`config.mk`:
```
export PLATFORM = sky130hd
export DESIGN_NAME = serial_adder
export DESIGN_NICKNAME = d
export VERILOG_FILES = /design/src/rtl/serial_arith_pkg.sv /design/src/rtl/serial_fa_cell.sv /design/src/rtl/serial_adder.sv
export SDC_FILE = /design/constraint.sdc
export NUM_CORES = 1
export LEC_CHECK = 0
export ABC_AREA = 0
export CORE_MARGIN = 2
export CORE_UTILIZATION = 45
export DETAILED_ROUTE_END_ITERATION = 16
export DONT_BUFFER_PORTS = 1
export GPL_TIMING_DRIVEN = 0
export HOLD_SLACK_MARGIN = 0.1
export PLACE_DENSITY = 0.67
export SLEW_MARGIN = 40
export SYNTH_ARGS = -nofsm -noshare
export SYNTH_HDL_FRONTEND = slang
export SYNTH_HIERARCHICAL = 1
export SYNTH_SLANG_ARGS = --single-unit
```
`constraint.sdc`:
```
create_clock -name clk -period 3.1 [get_ports clk]
set_input_delay 0.62 -clock clk [delete_from_list [all_inputs] [get_ports clk]]
set_output_delay 0.62 -clock clk [all_outputs]
set_load 0.01 [all_outputs]
```
`src/rtl/serial_arith_pkg.sv`:
```
// ---------------------------------------------------------------------------
// serial_arith_pkg
// Types and helpers shared by the bit-serial arithmetic blocks.
//   state_t   : control state of the serial adder (IDLE / RUN / DONE)
//   cnt_width : bit-position counter width able to hold 0..w
// ---------------------------------------------------------------------------
package serial_arith_pkg;

   typedef enum logic [1:0] {
      IDLE = 2'd0,
      RUN  = 2'd1,
      DONE = 2'd2
   } state_t;

   function automatic int cnt_width(input int w);
      return $clog2(w + 1);
   endfunction

endpackage

```
`src/rtl/serial_fa_cell.sv`:
```
// ---------------------------------------------------------------------------
// serial_fa_cell
// Single full-adder cell: two half-add stages (XOR/AND) plus an OR for carry.
// Ports:
//   x, y : operand bits
//   ci   : carry in
//   s    : sum bit
//   co   : carry out
// ---------------------------------------------------------------------------
module serial_fa_cell (
   input  logic x,
   input  logic y,
   input  logic ci,
   output logic s,
   output logic co
);

   logic h1_s;
   logic h1_c;
   logic h2_c;

   assign h1_s = x ^ y;
   assign h1_c = x & y;
   assign s    = h1_s ^ ci;
   assign h2_c = h1_s & ci;
   assign co   = h1_c | h2_c;

endmodule

```
`src/rtl/serial_adder.sv`:
```
// ---------------------------------------------------------------------------
// serial_adder
// Bit-serial LSB-first adder: one full-adder cell resolves one bit position
// per clock, with the carry held in a flop between steps. An addition takes
// WIDTH RUN cycles followed by a one-cycle DONE pulse. {cout,sum} = a+b+cin.
// Ports:
//   clk   : system clock, rising edge
//   rst   : synchronous active-high reset (aborts any operation)
//   start : begin an addition; ignored while busy
//   a, b  : operands, captured on accepted start
//   cin   : carry-in, captured on accepted start
//   busy  : high while bits are being processed (WIDTH cycles)
//   done  : one-cycle pulse, sum/cout freshly updated
//   sum   : registered result, held until next completion
//   cout  : registered carry-out, held until next completion
// ---------------------------------------------------------------------------
module serial_adder
   import serial_arith_pkg::*;
#(
   parameter int WIDTH = 8
) (
   input  logic             clk,
   input  logic             rst,
   input  logic             start,
   input  logic [WIDTH-1:0] a,
   input  logic [WIDTH-1:0] b,
   input  logic             cin,
   output logic             busy,
   output logic             done,
   output logic [WIDTH-1:0] sum,
   output logic             cout
);

   localparam int CW = cnt_width(WIDTH);

   state_t           state;
   state_t           state_nxt;
   logic [WIDTH-1:0] a_sh;
   logic [WIDTH-1:0] b_sh;
   logic [WIDTH-1:0] acc;
   logic [WIDTH-1:0] acc_nxt;
   logic             c;
   logic [CW-1:0]    cnt;
   logic             s_bit;
   logic             c_bit;
   logic             load;
   logic             last;

   serial_fa_cell u_fa (
      .x  (a_sh[0]),
      .y  (b_sh[0]),
      .ci (c),
      .s  (s_bit),
      .co (c_bit)
   );

   // A start is accepted from IDLE and also from DONE (back-to-back issue).
   assign load = (state != RUN) && start;
   assign last = (state == RUN) && (cnt == CW'(WIDTH - 1));

   // New sum bit enters at the MSB; after WIDTH shifts bit 0 lands at LSB.
   // Written as shift-then-overwrite so WIDTH=1 needs no special case.
   always_comb begin
      acc_nxt            = acc >> 1;
      acc_nxt[WIDTH-1]   = s_bit;
   end

   // State register
   always_ff @(posedge clk) begin
      if (rst) state <= IDLE;
      else     state <= state_nxt;
   end

   // Next-state logic
   always_comb begin
      state_nxt = state;
      case (state)
         IDLE:    if (start) state_nxt = RUN;
         RUN:     if (last)  state_nxt = DONE;
         DONE:    state_nxt = start ? RUN : IDLE;
         default: state_nxt = IDLE;
      endcase
   end

   // Outputs decoded from state; busy and done are mutually exclusive
   always_comb begin
      busy = (state == RUN);
      done = (state == DONE);
   end

   // Operand shifters, carry flop, bit counter and result registers
   always_ff @(posedge clk) begin
      if (rst) begin
         a_sh <= '0;
         b_sh <= '0;
         acc  <= '0;
         c    <= 1'b0;
         cnt  <= '0;
         sum  <= '0;
         cout <= 1'b0;
      end else if (load) begin
         a_sh <= a;
         b_sh <= b;
         c    <= cin;
         cnt  <= '0;
         acc  <= '0;
      end else if (state == RUN) begin
         a_sh <= a_sh >> 1;
         b_sh <= b_sh >> 1;
         c    <= c_bit;
         acc  <= acc_nxt;
         cnt  <= cnt + 1'b1;
         if (last) begin
            sum  <= acc_nxt;
            cout <= c_bit;
         end
      end
   end

endmodule

```
==> impl_metrics.py <==
metrics = {
    "run_status": {
        "status": "finished, final reports clean",
    },
    "clock_tree": {
        "cts_root_buffer": "clkbuf_8",
        "clk_path_buf_depth": 2,
        "cts_tree": "built",
        "cts_buffers": 5,
        "path_clk_slew_ns": 0.07,
        "clock-sinks": 39,
        "postCtsHoldBufs": 0,
        "cts-htree-levels": 2,
        "postCtsResizedCells": 0,
        "post-cts-setup-buffers": 0,
        "worstSkewPairLatency_ns": 0.29,
    },
    "setup_path": {
        "worstPathRequired_ns": 2.48,
        "rr_worst_depth": 4,
        "r2r_start": "cnt[0]",
        "slowest_stage": "dfxtp_1",
        "slowest_delay_ns": 0.38,
        "crit_start": "state[0]",
        "rrSetupSlack_ns": 1.74,
        "crit_path_cell_trace": "nand2b_1 > buf_6 > inv_1 > buf_4",
        "crit_path_end": "busy",
        "cp.arrival_ns": 1.21,
        "critPathMaxFanout": 10,
        "critical_path.endpoint_type": "output port",
        "critPathLaunchType": "flop",
        "critical_path_class": "reg -> out",
        "r2r-end": "sum[2]",
    },
    "routing": {
        "final_antenna_net_count": 0,
        "drc": 0,
        "drt-initial-drc-count": 55,
        "wl_per_cell_um": 13.77,
        "via_count": 1177,
        "firstDrtPassIters": 4,
        "vias_per_cell": 5.140,
        "routed_wl_um": 3154,
    },
    "place": {
        "dp_hpwl_um": 2281,
        "place.gp.congestion": 0.7233,
        "placed_area_um2": 1722,
        "numPortBuffers": 0,
    },
    "sta": {
        "hold_viol_final": 0,
        "hold_ws_ns": 0.4630,
        "fin_skew_ns": 0.006662,
        "setup_viol": 0,
        "rsz0062_at_grt": "no",
        "max_freq_ghz": 0.5469,
        "tightest_slew_ns": 0.4467,
        "fin_crit_ns": 1.828,
        "tns_ns": 0,
        "slew_headroom_pct": 70.22,
        "drv_slew": 0,
        "finalCritPeriodShare_pct": 58.98,
    },
    "final_layout": {
        "fin_util_pct": 51.01,
        "fin_nets": 202,
        "seq_area_um2": 780.7,
        "drive_gt1_share_pct": 11.05,
        "areaGrowthSynthToFinish_pct": 10.69,
        "diodes": 0,
        "design_area_um2": 1839,
        "multi_input_area_um2": 797.0,
        "fill_cells": 331,
    },
    "grt": {
        "grt_pass1_wl_um": 5451,
        "grt_max_degree": 13,
        "overflow": 0,
        "grt_pass1_vias": 1249,
        "antenna_found_initial": 0,
        "grt_usage_pct": 16.83,
    },
    "synth": {
        "synth-seq-area-share_pct": 46.99,
        "synth_top_area_cell": "dfxtp_1",
        "avgSynthCellArea_um2": 9.605,
        "synth_cells": 173,
        "ys_warn_count": 6,
        "synth.area.top_cells": "dfxtp_1 47%, mux2i_1 16%, nand2b_1 7.2%, a211oi_1 6.8%, nor2_1 4.1%",
        "ys_ff_latch": 39,
        "syn_area_um2": 1662,
        "syn-num-nets": 195,
        "yosysTopAreaCellShare_pct": 46.99,
        "yosysUniqueCellTypes": 24,
    },
    "die": {
        "fp.coreArea_um2": 3606,
        "num_rows": 22,
        "die_area_um2": 4195,
        "ios": 31,
        "die-height_um": 64.77,
        "start_util_pct": 46.08,
        "die_x_um": 64.77,
    },
    "run": {
        "cap_violations": 0,
    },
    "power_and_ir_drop": {
        "p_per_area_nw_per_um2": 584.8,
        "p_leak_uw": 0.0006962,
        "vdd_drop_max_mv": 0.2718,
    },
    "hold_path": {
        "whs_path_depth": 2,
        "holdCritPathClass": "reg -> reg",
        "min-delay-start": "acc[1]",
    },
}
final cells by class:
class                           count  area share, %
Buffer                             13          4.354
Clock buffer                        6          4.490
Clock inverter                      2          1.905
Inverter                            1         0.2041
Multi-Input combinational cell    120          43.33
Sequential cell                    39          42.45
Tap cell                           48          3.265
layer usage:
layer / track usage, % / part of all wire (%) / vias to the layer above
met1: 19.87 / 46 / 538
li1: - / - / 602
met4: 9.309 / 2.6 / 0
met2: 26.55 / 45 / 30
met5: 0 / 0 / -
met3: 5.903 / 5.9 / 7
logic make-up after synthesis:
group | synth area share, %
buffers and inverters | 5.045
muxes | 15.66
and+or+nand+nor | 18.75
adders and majority gates | 1.958
xor gates and xnor gates | 1.054
AOI/OAI and AO/OA | 10.54
DFF | 46.99
layout by cell type (no fill, tap or decap):
cell type / count
xor2_1: 1
clkbuf_8: 6
nand2b_1: 19
a211oi_1: 15
dfxtp_1: 39
ha_1: 1
bufinv_16: 1
inv_1: 1
nor2_4: 1
a21o_1: 1
fa_1: 1
nor3_1: 3
mux2i_1: 26
nor2_1: 18
clkinv_2: 1
a21oi_1: 10
nand3b_1: 2
xnor2_1: 1
nor2b_1: 2
o21ai_0: 1
or3_1: 1
buf_4: 2
clkbuf_1: 2
nand2_1: 16
buf_2: 7
nand3_1: 1
buf_6: 2
worst min-delay path by stage:
stage               endpoint  slack, ns
global placement      acc[1]       0.45
CTS                   acc[1]       0.47
floorplan             acc[1]       0.44
global route          acc[1]       0.49
finish                acc[1]       0.46
detailed placement    acc[1]       0.46
cell usage after synthesis:
master / number
nand3b_1: 2
inv_1: 1
nor2_4: 1
nand2b_1: 19
nand3_1: 1
or3_1: 1
buf_4: 2
nor2b_1: 2
a21oi_1: 10
a211oi_1: 15
o21ai_0: 1
clkbuf_1: 2
a21o_1: 1
xor2_1: 1
ha_1: 1
nor3_1: 3
nand2_1: 16
mux2i_1: 26
nor2_1: 18
buf_2: 7
xnor2_1: 1
buf_6: 2
dfxtp_1: 39
fa_1: 1
power by group:
part           switching (uW)  leakage (uW)  total (uW)  internal (uW)
Combinational            57.5      0.000317         102           44.7
Clock                     174     0.0000612         434            260
Sequential               14.7      0.000318         539            524
Total                     246      0.000696        1080            829
sequential cells by signal, summed over array words and instances, names as in the netlist:
signal	flops
state	2
sum	8
acc	7
cnt	4
c	1
a_sh	8
b_sh	8
cout	1
critical path, delay by kind of cell (launching register included):
family | cells | cell delay, ns
flip-flops | 1 | 0.38
buffers and inverters | 3 | 0.45
AND/OR/NAND/NOR | 1 | 0.08
stage by stage:
stage               setup WS (ns)  instances  total power (uW)
finish                      1.272        229              1076
global route                1.139        229              1123
CTS                         1.248        229              1088
detailed placement          1.568        221             653.3
global placement            1.568        221             648.5
floorplan                   1.656        173             630.4
Note: power is estimated with default switching activity, not from simulation.
